===== src/rtl/modbus_pkg.sv =====
// -----------------------------------------------------------------------------
// modbus_pkg
// Shared definitions for the Modbus RTU serial receive path:
//   - state_e                  receiver state machine encoding
//   - MODBUS_CRC_INIT / _POLY  CRC-16/MODBUS seed and reflected polynomial
//   - crc16_modbus_byte()      folds one byte into a running CRC-16/MODBUS
// -----------------------------------------------------------------------------
package modbus_pkg;

    typedef enum logic [2:0] {
        IDLE  = 3'd0,
        START = 3'd1,
        DATA  = 3'd2,
        STOP  = 3'd3,
        BREAK = 3'd4
    } state_e;

    localparam logic [15:0] MODBUS_CRC_INIT = 16'hFFFF;
    localparam logic [15:0] MODBUS_CRC_POLY = 16'hA001;

    // Bit-serial reflected CRC, unrolled into pure combinational logic.
    function automatic logic [15:0] crc16_modbus_byte(input logic [15:0] crc,
                                                      input logic [7:0]  data_byte);
        logic [15:0] c;
        c = crc ^ {8'h00, data_byte};
        for (int i = 0; i < 8; i++) begin
            c = c[0] ? ((c >> 1) ^ MODBUS_CRC_POLY) : (c >> 1);
        end
        return c;
    endfunction

endpackage


===== src/rtl/modbus_uart_rx_if.sv =====
// -----------------------------------------------------------------------------
// modbus_uart_rx_if
// Bundle between the serial pin side and the Modbus framing stage.
//   RxD              raw serial line, idle high
//   RxD_data         last received byte
//   RxD_data_ready   one-clk strobe, RxD_data valid
//   RxD_idle         level, line silent for at least EopBits bit times
//   RxD_endofpacket  one-clk strobe at the end of a packet
//   framing_error    one-clk strobe, stop bit sampled low
//   crc_ok           packet result, meaningful in the RxD_endofpacket cycle
// Modports: slave = the receiver, master = whoever drives the pin and
// consumes the bytes.
// -----------------------------------------------------------------------------
interface modbus_uart_rx_if;
    logic       RxD;
    logic [7:0] RxD_data;
    logic       RxD_data_ready;
    logic       RxD_idle;
    logic       RxD_endofpacket;
    logic       framing_error;
    logic       crc_ok;

    modport slave (
        input  RxD,
        output RxD_data, RxD_data_ready, RxD_idle, RxD_endofpacket,
               framing_error, crc_ok
    );

    modport master (
        output RxD,
        input  RxD_data, RxD_data_ready, RxD_idle, RxD_endofpacket,
               framing_error, crc_ok
    );
endinterface


===== src/rtl/modbus_baud_tick.sv =====
// -----------------------------------------------------------------------------
// modbus_baud_tick
// Free-running oversampling tick: a one-clk pulse every
// DIV = ClkFrequency / (Baud * Oversampling) clocks (integer division, DIV
// must come out as 2 or more).
// Ports:
//   clk    system clock
//   rst_n  asynchronous active-low reset
//   tick   one-clk pulse at Baud * Oversampling (approximately)
// -----------------------------------------------------------------------------
module modbus_baud_tick #(
    parameter int ClkFrequency = 12000000,
    parameter int Baud         = 9600,
    parameter int Oversampling = 8
) (
    input  logic clk,
    input  logic rst_n,
    output logic tick
);

    localparam int          DIV      = ClkFrequency / (Baud * Oversampling);
    localparam logic [15:0] DIV_LAST = 16'(DIV - 1);

    logic [15:0] cnt_q;
    logic        tick_q;

    // NOTE: state registers use non-blocking assignments so every flop
    // samples the pre-edge value of its neighbours, independent of block order.
    always_ff @(posedge clk or negedge rst_n) begin
        if (!rst_n) begin
            cnt_q  <= '0;
            tick_q <= 1'b0;
        end else begin
            cnt_q  <= (cnt_q == DIV_LAST) ? '0 : cnt_q + 16'd1;
            tick_q <= (cnt_q == DIV_LAST);
        end
    end

    assign tick = tick_q;

endmodule


===== src/rtl/modbus_uart_rx.sv =====
// -----------------------------------------------------------------------------
// modbus_uart_rx
// Oversampling UART receiver for Modbus RTU: delivers bytes with a one-clk
// strobe, flags line idle and the 3.5-character silence that ends a packet.
// Ports:
//   clk    system clock
//   rst_n  asynchronous active-low reset
//   bus    modbus_uart_rx_if.slave (RxD in; data/strobes/idle/crc_ok out)
// Configuration:
//   MODBUS_RX_CRC_EN  when defined, a CRC-16/MODBUS over every byte of the
//                     packet (including the received CRC) drives crc_ok;
//                     otherwise crc_ok only reports the absence of framing
//                     errors at end of packet.
// -----------------------------------------------------------------------------
module modbus_uart_rx
    import modbus_pkg::*;
#(
    parameter int ClkFrequency = 12000000,
    parameter int Baud         = 9600,
    parameter int Oversampling = 8,
    parameter int EopBits      = 38
) (
    input  logic                   clk,
    input  logic                   rst_n,
    modbus_uart_rx_if.slave        bus
);

    localparam int             SUB_W    = $clog2(Oversampling);
    localparam logic [SUB_W-1:0] HALF_LAST = SUB_W'(Oversampling / 2 - 1);
    localparam logic [SUB_W-1:0] FULL_LAST = SUB_W'(Oversampling - 1);
    localparam int             GAP_MAX  = EopBits * Oversampling;
    localparam int             GAP_W    = $clog2(GAP_MAX) + 1;
    localparam logic [GAP_W-1:0] GAP_THR = GAP_W'(GAP_MAX);

    logic tick;

    modbus_baud_tick #(
        .ClkFrequency (ClkFrequency),
        .Baud         (Baud),
        .Oversampling (Oversampling)
    ) u_tick (
        .clk   (clk),
        .rst_n (rst_n),
        .tick  (tick)
    );

    logic [1:0]       sync_q;
    state_e           state_q,  state_d;
    logic [SUB_W-1:0] sub_q,    sub_d;
    logic [2:0]       bit_q,    bit_d;
    logic [7:0]       shift_q,  shift_d;
    logic [7:0]       data_q,   data_d;
    logic [GAP_W-1:0] gap_q,    gap_d;
    logic             dr_q,     dr_d;
    logic             fe_q,     fe_d;
    logic             eop_q,    eop_d;
    logic             crc_ok_q, crc_ok_d;
    logic             active_q, active_d;
    logic             perr_q,   perr_d;
`ifdef MODBUS_RX_CRC_EN
    logic [15:0]      crc_q,    crc_d;
`endif

    logic rx;
    assign rx = sync_q[1];

    // NOTE: every variable gets its default at the top of the block, so no
    // path through the case/if tree can leave it unassigned (no latches).
    always_comb begin
        state_d  = state_q;
        sub_d    = sub_q;
        bit_d    = bit_q;
        shift_d  = shift_q;
        data_d   = data_q;
        gap_d    = gap_q;
        active_d = active_q;
        perr_d   = perr_q;
        dr_d     = 1'b0;
        fe_d     = 1'b0;
        eop_d    = 1'b0;
        crc_ok_d = 1'b0;
`ifdef MODBUS_RX_CRC_EN
        crc_d    = crc_q;
`endif

        if (tick) begin
            unique case (state_q)
                IDLE: begin
                    if (!rx) begin
                        state_d = START;
                        sub_d   = '0;
                    end
                end
                START: begin
                    // Mid start bit: a high line here was a glitch.
                    if (sub_q == HALF_LAST) begin
                        sub_d   = '0;
                        bit_d   = '0;
                        state_d = rx ? IDLE : DATA;
                    end else begin
                        sub_d = sub_q + 1'b1;
                    end
                end
                DATA: begin
                    if (sub_q == FULL_LAST) begin
                        sub_d   = '0;
                        shift_d = {rx, shift_q[7:1]};
                        if (bit_q == 3'd7) state_d = STOP;
                        else               bit_d   = bit_q + 3'd1;
                    end else begin
                        sub_d = sub_q + 1'b1;
                    end
                end
                STOP: begin
                    if (sub_q == FULL_LAST) begin
                        sub_d = '0;
                        if (rx) begin
                            data_d   = shift_q;
                            dr_d     = 1'b1;
                            active_d = 1'b1;
`ifdef MODBUS_RX_CRC_EN
                            crc_d    = crc16_modbus_byte(crc_q, shift_q);
`endif
                            state_d  = IDLE;
                        end else begin
                            fe_d    = 1'b1;
                            perr_d  = 1'b1;
                            state_d = BREAK;
                        end
                    end else begin
                        sub_d = sub_q + 1'b1;
                    end
                end
                BREAK: begin
                    if (rx) state_d = IDLE;
                end
                default: state_d = IDLE;
            endcase
        end

        // Silence measurement; restarts with every start bit, so it can never
        // reach the threshold in the same cycle a byte completes.
        if (state_d == START && state_q != START) begin
            gap_d = '0;
        end else if (tick && state_q == IDLE && rx && gap_q != GAP_THR) begin
            gap_d = gap_q + 1'b1;
        end

        if (gap_d == GAP_THR && gap_q != GAP_THR && active_q) begin
            eop_d    = 1'b1;
`ifdef MODBUS_RX_CRC_EN
            crc_ok_d = (crc_q == 16'h0000) && !perr_q;
            crc_d    = MODBUS_CRC_INIT;
`else
            crc_ok_d = !perr_q;
`endif
            active_d = 1'b0;
            perr_d   = 1'b0;
        end
    end

    always_ff @(posedge clk or negedge rst_n) begin
        if (!rst_n) begin
            // Synchronizer resets to the idle line level so release from
            // reset never looks like a start bit.
            sync_q   <= 2'b11;
            state_q  <= IDLE;
            sub_q    <= '0;
            bit_q    <= '0;
            shift_q  <= '0;
            data_q   <= '0;
            gap_q    <= '0;
            dr_q     <= 1'b0;
            fe_q     <= 1'b0;
            eop_q    <= 1'b0;
            crc_ok_q <= 1'b0;
            active_q <= 1'b0;
            perr_q   <= 1'b0;
`ifdef MODBUS_RX_CRC_EN
            crc_q    <= MODBUS_CRC_INIT;
`endif
        end else begin
            sync_q   <= {sync_q[0], bus.RxD};
            state_q  <= state_d;
            sub_q    <= sub_d;
            bit_q    <= bit_d;
            shift_q  <= shift_d;
            data_q   <= data_d;
            gap_q    <= gap_d;
            dr_q     <= dr_d;
            fe_q     <= fe_d;
            eop_q    <= eop_d;
            crc_ok_q <= crc_ok_d;
            active_q <= active_d;
            perr_q   <= perr_d;
`ifdef MODBUS_RX_CRC_EN
            crc_q    <= crc_d;
`endif
        end
    end

    assign bus.RxD_data        = data_q;
    assign bus.RxD_data_ready  = dr_q;
    assign bus.RxD_idle        = (gap_q == GAP_THR);
    assign bus.RxD_endofpacket = eop_q;
    assign bus.framing_error   = fe_q;
    assign bus.crc_ok          = crc_ok_q;

endmodule

===== src/flat_wrapper.sv =====
// flat-port wrapper written by rule: the top's interface ports become plain ports
module modbus_uart_rx_flat import modbus_pkg::*;
#(
    parameter int ClkFrequency = 12000000,
    parameter int Baud         = 9600,
    parameter int Oversampling = 8,
    parameter int EopBits      = 38
)
  (clk, rst_n, bus_RxD, bus_RxD_data, bus_RxD_data_ready, bus_RxD_idle, bus_RxD_endofpacket, bus_framing_error, bus_crc_ok);
  modbus_uart_rx_if bus_i ();
  input  logic clk;
  input  logic rst_n;
  input wire logic [$bits(bus_i.RxD)-1:0] bus_RxD;
  output wire logic [$bits(bus_i.RxD_data)-1:0] bus_RxD_data;
  output wire logic [$bits(bus_i.RxD_data_ready)-1:0] bus_RxD_data_ready;
  output wire logic [$bits(bus_i.RxD_idle)-1:0] bus_RxD_idle;
  output wire logic [$bits(bus_i.RxD_endofpacket)-1:0] bus_RxD_endofpacket;
  output wire logic [$bits(bus_i.framing_error)-1:0] bus_framing_error;
  output wire logic [$bits(bus_i.crc_ok)-1:0] bus_crc_ok;
  assign bus_i.RxD = bus_RxD;
  assign bus_RxD_data = bus_i.RxD_data;
  assign bus_RxD_data_ready = bus_i.RxD_data_ready;
  assign bus_RxD_idle = bus_i.RxD_idle;
  assign bus_RxD_endofpacket = bus_i.RxD_endofpacket;
  assign bus_framing_error = bus_i.framing_error;
  assign bus_crc_ok = bus_i.crc_ok;
  modbus_uart_rx #(.ClkFrequency(ClkFrequency), .Baud(Baud), .Oversampling(Oversampling), .EopBits(EopBits)) u_core (.clk(clk), .rst_n(rst_n), .bus(bus_i));
endmodule

===== config.mk =====
export PLATFORM = sky130hd
export DESIGN_NAME = modbus_uart_rx_flat
export DESIGN_NICKNAME = d
export VERILOG_FILES = /design/src/rtl/modbus_pkg.sv /design/src/rtl/modbus_uart_rx_if.sv /design/src/rtl/modbus_baud_tick.sv /design/src/rtl/modbus_uart_rx.sv /design/src/flat_wrapper.sv
export SDC_FILE = /design/constraint.sdc
export NUM_CORES = 1
export LEC_CHECK = 0
export CELL_PAD_IN_SITES_DETAIL_PLACEMENT = 2
export CELL_PAD_IN_SITES_GLOBAL_PLACEMENT = 2
export CORE_MARGIN = 2
export CORE_UTILIZATION = 40
export CTS_CLUSTER_SIZE = 25
export DETAILED_ROUTE_END_ITERATION = 10
export PLACE_DENSITY = 0.82
export SLEW_MARGIN = 20
export SYNTH_ARGS = -nofsm -noshare
export SYNTH_HDL_FRONTEND = slang
export SYNTH_SLANG_ARGS = --single-unit

===== constraint.sdc =====
create_clock -name clk -period 5.5 [get_ports clk]
set_clock_uncertainty 0.2 [all_clocks]
set_input_delay 0.825 -clock clk [delete_from_list [all_inputs] [get_ports clk]]
set_output_delay 0.825 -clock clk [all_outputs]
set_load 0.01 [all_outputs]

==> impl_metrics.tcl, run 1 <==
set metrics [dict create \
    worstHoldPathType "reg2reg" \
    finalSetupTns_ns 0 \
    setup_viol 0 \
    ys_ff_latch 60 \
    synth_edf_count 0 \
    synth_area_mm2 0.002874 \
    placed_cells 365 \
    area_growth_pct 15.37 \
    max_cap_violations 0 \
    grt_max_degree 61 \
    clock_sinks 60 \
    ant_nets 0 \
    synthFlopType "dfrtp_1" \
    min_period_ns 3.820 \
    synth_nets 272 \
    core_mm2 0.006869 \
    clk_pin_slew_ns 0.08 \
    post-route-period-util_pct 69.46 \
    antenna_cells 0 \
    ioPinCount 16 \
    arrival_ns 2.80 \
    p_leak_uw 0.001464 \
    crit_slowest_cell "clkdlybuf4s50_1" \
    post_cts_buffers 0 \
    row_count 30 \
    nets 293 \
    stdcell_count 381 \
    slowest_delay_ns 0.67 \
    clk-insertion-delay-late_ns 0.34 \
    wirelength_um 7033 \
    crit_required_ns 4.47 \
    cts_htree_levels 3 \
    first_pass_iters 4 \
    critPathMaxFanout 5 \
    crit_end "bus_RxD_idle" \
    dp_hpwl_um 4664 \
    synth-warning-count 0 \
    maxSlewHeadroom_pct 50.14 \
    r2r_cells 5 \
    die_h_um 88.77 \
    power.density_mw_per_mm2 257.5 \
    ctsHoldBuffers 0 \
    async_flop_share_pct 100.0 \
    cp-startpoint "u_core.gap_q[0]" \
    max_freq_mhz 261.8 \
    timing.final.ws_setup_ns 1.680 \
    start_util_pct 41.84 \
    dieArea_mm2 0.007879 \
    synth-seq-area-share_pct 52.33 \
    cp-end-kind "primary output" \
    wl_per_cell_um 18.46 \
    yosysTopAreaCell "dfrtp_1" \
    tightest_slew_ns 0.7479 \
    r2r_slack_ns 2.40 \
    vias_per_cell 5.430 \
    drc 0 \
    r2r_end "u_core.perr_q" \
    track_usage_pct 20.97 \
    drt-initial-drc-count 64 \
    grt_setup_unrepaired "false" \
    cts_max_path_buffers 2 \
    r2r_start "u_core.state_q[1]" \
    slew_viol_final 0 \
    synth_top_area_share_pct 50.50 \
    path_cells "inv_1 > ha_1 > or3b_2 > nor4_1 > clkdlybuf4s50_1" \
    status "finished clean" \
    cts_root_buf "clkbuf_8" \
    startpoint_type "flop" \
    grt_pass1_vias 2296 \
    synth.distinct_cells 49 \
    gr-total-overflow 0 \
    num_vias 2069 \
    cts_tree "yes" \
    antenna_found_initial 0 \
    path_class "reg2out" \
    die_x_um 88.77 \
    postSynthAreaPerCell_um2 11.10 \
    grt_pass1_wl_um 12230 \
    final_cell_mix "dfrtp_1, nor2_1, nand2_1" \
    dp_slack_ns 2.067 \
    layout-drive-gt1-share_pct 15.44 \
    final_common_cell "dfrtp_1" \
    vdd_drop_max_v 0.0001421 \
    postSynthCellCount 259 \
    hold_viol_final 0 \
    port_buffers 15 \
    gp_congestion 0.8950 \
    cts.repair.resized 0 \
    cts_buffers 9 \
    synthTopCellsByArea "dfrtp_1, mux2_2, xnor2_1" \
]
[worst max-delay path: cells and delay by family, from the launching register on]
| kind | cells | cell delay (ns) |
|---|---|---|
| DFF | 1 | 0.43 |
| adders and majority gates | 1 | 0.17 |
| buffers and inverters | 2 | 0.83 |
| and+or+nand+nor | 2 | 1.04 |
[Yosys cell counts, types with 6 or more instances]
master and instances:
a21oi_1 8, inv_1 9, ha_1 10, nand3_1 11, nor2_1 22, dfrtp_1 58, o21ai_0 10, nor3_1 6
xnor2_1 16, nand2_1 17, mux2_2 16
[sequential cells by signal, indices dropped and copies added (netlist names)]
name                        count
u_core.active_q                 1
u_core.perr_q                   1
u_core.shift_q                  8
u_core.bus.RxD_data_ready       1
u_core.bus.crc_ok               1
u_core.bit_q                    3
u_core.sync_q                   2
u_core.sub_q                    3
u_core.state_q                  3
u_core.u_tick.cnt_q            16
u_core.bus.framing_error        1
u_core.bus.RxD_data             8
u_core.gap_q                   10
u_core.u_tick.tick              1
u_core.bus.RxD_endofpacket      1
[cell type report]
cell class	instances	area (um2)
fill	703	3553
sequential	60	1504
multi-input combinational	182	1290
timing repair buffer	18	167.7
clock buffer	10	127.6
tap	96	120.1
clock inverter	6	72.57
inverter	9	33.78
[kinds of logic (layout without fill, tap and decap cells)]
kind of cell / after synthesis / after routing / synth area share (%)
adders and majority gates: 10 / 10 / 4.354
buffers and inverters: 17 / 43 / 2.786
xor gates and xnor gates: 21 / 21 / 6.399
muxes: 20 / 20 / 7.662
and+or+nand+nor: 98 / 98 / 18.68
AOI/OAI and AO/OA: 33 / 33 / 7.793
DFF: 60 / 60 / 52.33
[how the worst min path moves through the flow]
stage / startpoint / to / slack, ns / cells past startpoint
5_1_grt: u_core.sync_q[0] / u_core.sync_q[1] / 0.18 / 0
2_1_floorplan: u_core.sync_q[0] / u_core.sync_q[1] / 0.15 / 0
6_report: u_core.sync_q[0] / u_core.sync_q[1] / 0.18 / 0
3_5_place_dp: u_core.sync_q[0] / u_core.sync_q[1] / 0.16 / 0
4_1_cts: u_core.sync_q[0] / u_core.sync_q[1] / 0.18 / 0
3_3_place_gp: u_core.sync_q[0] / u_core.sync_q[1] / 0.15 / 0
[power breakdown]
| group | switching (uW) | total, uW | leakage, uW | internal [uW] |
|---|---|---|---|---|
| Combinational | 9.96 | 11.6 | 0.000550 | 1.68 |
| Sequential | 0.856 | 443 | 0.000817 | 442 |
| Clock | 185 | 399 | 0.0000975 | 214 |
| Total | 196 | 854 | 0.00146 | 658 |
[layer usage]
layer  GRT usage (%)  part of all wire (%)  vias to the layer above  wire length [um]
li1                -                     -                      953                 -
met1           26.29                    45                     1081              3160
met2           35.28                    51                       24              3589
met3           5.317                   2.3                       11               159
met4           7.163                   1.8                        0               124
met5               0                     0                        -                 0
[stage by stage]
| step | util [%] | hold slack, ns | total power [uW] | cell area [um2] |
|---|---|---|---|---|
| floorplan | - | 0.1452 | 453.5 | 2874 |
| finish | 48.27 | 0.1758 | 853.9 | 3316 |
| detailed placement | 45.36 | 0.1571 | 463.9 | 3115 |
| global placement | 45.36 | 0.1524 | 463.7 | 3115 |
| CTS | 48.27 | 0.1755 | 870.1 | 3316 |
| global route | 48.27 | 0.1773 | 887.5 | 3316 |
(Power assumes the default switching activity.)
==> inputs of run 2 (changes only) <==
- clock period: 5.5 -> 3.6 ns (I/O delays scaled with it)
==> run 2 against run 1 <==
Count of clock-buffer cells in the layout grew 2; clock power grew 100%; die area is the same; power rose by 77%; sequential share of layout area decreased by 1.3 points; critical endpoint unchanged; largest cell class unchanged.
==> impl_metrics.tcl, run 2 (same netlist as run 1, synthesis figures left out) <==
set metrics [dict create \
    die_x_um 88.77 \
    cts_max_path_buffers 2 \
    track_usage_pct 21.16 \
    row_count 30 \
    wirelength_um 7402 \
    tightest_slew_ns 0.7174 \
    num_vias 2087 \
    wl_met1_um 3298 \
    clk-insertion-delay-late_ns 0.33 \
    nets 297 \
    ant_nets 0 \
    grt_setup_unrepaired "false" \
    finalSetupTns_ns 0 \
    post_cts_buffers 0 \
    antenna_cells 0 \
    max_freq_mhz 311.5 \
    status "finished clean" \
    r2r_start "u_core.sync_q[1]" \
    multi_input_area_mm2 0.001290 \
    core_mm2 0.006869 \
    wl_met3_um 108 \
    wl_met2_um 3939 \
    fin_hold_ws_ns 0.1761 \
    clock_sinks 60 \
    worstHoldPathType "reg2reg" \
    r2r_end "u_core.bus.crc_ok" \
    r2r_cells 5 \
    post-route-period-util_pct 89.18 \
    port_buffers 15 \
    drt-initial-drc-count 80 \
    top_regs "u_core.u_tick.cnt_q: 16 flops, u_core.gap_q: 10 flops" \
    power.density_mw_per_mm2 443.8 \
    gr-total-overflow 0 \
    cts_root_buf "clkbuf_8" \
    die_h_um 88.77 \
    min_from "u_core.sync_q[0]" \
    r2r_slack_ns 0.68 \
    largest_reg_flops 16 \
    highest_layer "met4" \
    fill_cells 699 \
    critPathMaxFanout 5 \
    startpoint_type "flop" \
    drc 0 \
    path_cells "inv_1 > ha_1 > or3b_2 > nor4_1 > clkdlybuf4s50_1" \
    seq_area_mm2 0.001504 \
    final_cell_mix "dfrtp_1, nor2_1, nand2_1" \
    setup_viol 0 \
    first_pass_iters 4 \
    start_util_pct 41.84 \
    dp_hpwl_um 5024 \
    slew_viol_final 0 \
    grt_max_degree 26 \
    cts.repair.resized 0 \
    hold_viol_final 0 \
    p_leak_uw 0.001518 \
    worstHoldEndpoint "u_core.sync_q[1]" \
    min_period_ns 3.210 \
    path_class "reg2out" \
    cts_buffers 9 \
    cp-end-kind "primary output" \
    maxSlewHeadroom_pct 51.77 \
    ioPinCount 16 \
    layout-drive-gt1-share_pct 15.92 \
    crit_required_ns 2.86 \
    vdd_drop_max_v 0.0003004 \
    arrival_ns 2.47 \
    dieArea_mm2 0.007879 \
    grt_pass1_vias 2353 \
    vias_per_cell 5.421 \
    wl_per_cell_um 19.23 \
    ctsHoldBuffers 1 \
    slowest_delay_ns 0.61 \
    whs_path_depth 0 \
    area_growth_pct 18.76 \
    crit_slowest_cell "clkdlybuf4s50_1" \
    regMostFlops "u_core.u_tick.cnt_q" \
    critPathTopFamily "buffers and inverters" \
    grt_pass1_wl_um 12400 \
    cts_tree "yes" \
    gp_congestion 0.8410 \
    antenna_found_initial 0 \
    max_cap_violations 0 \
    clk_pin_slew_ns 0.07 \
    path_buf_inv 2 \
    final_common_cell "dfrtp_1" \
    cts_htree_levels 3 \
]
run 2: cell count changes in the layout (fill, tap and decap cells not counted):
cell	previous run	this run
buf_4	3	6
bufinv_16	1	4
clkbuf_1	1	2
clkbuf_8	9	10
clkinv_4	2	0
clkinvlp_4	1	0
dlygate4sd3_1	0	1
inv_6	2	0
run 2: layout make-up:
type	count	area share [%]
sequential	60	44.06
multi-input combinational	182	37.79
timing repair buffer	22	5.865
clock buffer	12	4.252
clock inverter	4	3.519
tap	96	3.519
inverter	9	0.9897
run 2: per-stage QoR:
stage                     std cells  power (uW)  cell area (um2)  setup WS (ns)  util, %
after floorplan                 259       692.8             2874         0.7930        -
after global placement          368       709.5             3138         0.8483    45.68
after detailed placement        368       710.4             3138         0.7319    45.68
after CTS                       385        1532             3413         0.3495    49.69
after global routing            385        1566             3413         0.2548    49.69
final                           385        1515             3413         0.3896    49.69
run 2: power breakdown:
| part | internal [uW] | switching [uW] | leakage (uW) |
|---|---|---|---|
| Sequential | 676 | 1.12 | 0.000817 |
| Combinational | 3.99 | 16.4 | 0.000569 |
| Clock | 550 | 267 | 0.000131 |
| Total | 1230 | 284 | 0.00152 |
run 2: how the worst max path moves through the flow:
stage / startpoint / end / cells past startpoint
after floorplan: u_core.gap_q[0] / u_core.bus.crc_ok / 7
after global placement: u_core.sync_q[1] / u_core.bus.crc_ok / 5
after detailed placement: u_core.gap_q[0] / bus_RxD_idle / 5
after CTS: u_core.gap_q[0] / bus_RxD_idle / 5
after global routing: u_core.gap_q[0] / bus_RxD_idle / 5
final: u_core.gap_q[0] / bus_RxD_idle / 5
run 2: metal layers:
layer / track usage, % / up-vias
li1: - / 954
met4: 4.545 / 0
met1: 27.67 / 1113
met5: 0 / -
met3: 4.291 / 5
met2: 36.43 / 15
==> inputs of run 3 (changes only) <==
- PLACE_DENSITY: 0.82 -> 0.81
==> run 3 against run 2 <==
Register-to-register slack improved by 0.04 ns; via count is 2.3% lower; hold slack worse by 0.014 ns; sequential share of layout area up 0.94 points; non-clock buffer count decreased by 2; cell count is 0.52% lower; sequential power hardly changed; cell area shrank 2.1%; wire length decreased by 7.1%; combinational power shrank 8%; count of clock-buffer cells in the layout down 2; largest cell class unchanged; highest routed layer unchanged.
==> impl_metrics.tcl, run 3 (same netlist as run 1, synthesis figures left out) <==
set metrics [dict create \
    status "finished clean" \
    regMostFlops "u_core.u_tick.cnt_q" \
    final_cell_mix "dfrtp_1, nor2_1, nand2_1" \
    p_leak_uw 0.001476 \
    nets 295 \
    first_pass_iters 4 \
    final_common_cell "dfrtp_1" \
    largest_reg_flops 16 \
    arrival_ns 2.49 \
    dieArea_mm2 0.007879 \
    grt_pass1_vias 2369 \
    utilization_pct 48.65 \
    vias_per_cell 5.324 \
    stdcell_count 383 \
    antenna_cells 0 \
    highest_layer "met4" \
    wl_met3_um 189 \
    fin_hold_ws_ns 0.1626 \
    cts_htree_levels 3 \
    cts_root_buf "clkbuf_8" \
    gr-total-overflow 0 \
    clk-insertion-delay-late_ns 0.34 \
    ioPinCount 16 \
    tightest_slew_ns 0.7412 \
    maxSlewHeadroom_pct 50.13 \
    path_cells "inv_1 > ha_1 > or3b_2 > nor4_1 > clkdlybuf4s50_1" \
    wl_met2_um 3499 \
    row_count 30 \
    min_period_ns 3.229 \
    startpoint_type "flop" \
    post-route-period-util_pct 89.69 \
    drt-initial-drc-count 57 \
    whs_path_depth 0 \
    finalSetupTns_ns 0 \
    drc 0 \
    top_regs "u_core.u_tick.cnt_q: 16 flops, u_core.gap_q: 10 flops" \
    power.density_mw_per_mm2 401.5 \
    min_from "u_core.sync_q[0]" \
    r2r_cells 5 \
    grt_setup_unrepaired "false" \
    grt_pass1_wl_um 12160 \
    die_h_um 88.77 \
    cp-end-kind "primary output" \
    placed_cells 366 \
    wl_per_cell_um 17.96 \
    die_x_um 88.77 \
    antenna_found_initial 0 \
    start_util_pct 41.84 \
    grt_max_degree 42 \
    layout-drive-gt1-share_pct 16.03 \
    wirelength_um 6880 \
    area_growth_pct 16.28 \
    r2r_slack_ns 0.72 \
    port_buffers 15 \
    clock_sinks 60 \
    crit_required_ns 2.86 \
    path_class "reg2out" \
    dp_hpwl_um 4719 \
    cts_tree "yes" \
    hold_viol_final 0 \
    cp_num_cells 5 \
    critPathMaxFanout 5 \
    cts_max_path_buffers 2 \
    r2r_start "u_core.state_q[1]" \
    worstHoldEndpoint "u_core.sync_q[1]" \
    setup_viol 0 \
    worstHoldPathType "reg2reg" \
    vdd_drop_max_v 0.0003212 \
    ant_nets 0 \
    crit_slowest_cell "clkdlybuf4s50_1" \
    slowest_delay_ns 0.62 \
    path_buf_inv 2 \
    max_cap_violations 0 \
    track_usage_pct 20.61 \
    cts_buffers 9 \
    num_vias 2039 \
    core_mm2 0.006869 \
    critPathTopFamily "buffers and inverters" \
    slew_viol_final 0 \
    clk_pin_slew_ns 0.08 \
    wl_met1_um 3084 \
    gp_congestion 0.7113 \
    max_freq_mhz 309.7 \
    r2r_end "u_core.bus.crc_ok" \
]
run 3: cell count changes in the layout (fill, tap and decap cells not counted):
cell and change:
clkinvlp_4 +2, inv_6 +2, bufinv_16 -3, clkinv_4 +1
clkbuf_1 -2, buf_4 -2
run 3: repair_timing:
action | CTS | global route
gates resized for setup | 0 | 0
setup buffers | 0 | 0
hold buffers | 1 | 0
endpoints found under the hold margin | 19 | 0
run 3: cell type report:
cell class	count	area, um2
clock buffers	10	137.6
clock inverters	6	71.32
fillers	686	3527
inverters	9	33.78
multi-input cells	182	1290
flip-flops and latches	60	1504
well taps	96	120.1
repair buffers	20	185.2
run 3: worst max-delay path by stage:
stage / from / end / slack, ns
final: u_core.gap_q[0] / bus_RxD_idle / 0.37
after global routing: u_core.gap_q[0] / bus_RxD_idle / 0.26
after CTS: u_core.gap_q[0] / bus_RxD_idle / 0.34
after detailed placement: u_core.gap_q[0] / bus_RxD_idle / 0.73
after global placement: u_core.state_q[1] / u_core.bus.crc_ok / 0.83
after floorplan: u_core.gap_q[0] / u_core.bus.crc_ok / 0.79
run 3: report_power, final:
part | switching, uW | leakage (uW) | total (uW) | internal, uW
registers | 1.04 | 0.000817 | 677 | 676
clock network | 302 | 0.0000995 | 646 | 344
logic | 15.4 | 0.000559 | 18.7 | 3.28
run 3: routing by layer:
metal / up-vias / track usage, %
met3: 9 / 4.944
met5: - / 0
met1: 1038 / 25.84
li1: 966 / -
met4: 0 / 7.438
met2: 26 / 34.67
run 3: through the flow:
stage	total power (uW)	setup WS, ns	cell area, um2
2_1_floorplan	692.8	0.7930	2874
3_3_place_gp	708.3	0.8259	3123
3_5_place_dp	709.3	0.7277	3123
4_1_cts	1370	0.3442	3342
5_1_grt	1399	0.2602	3342
6_report	1342	0.3712	3342
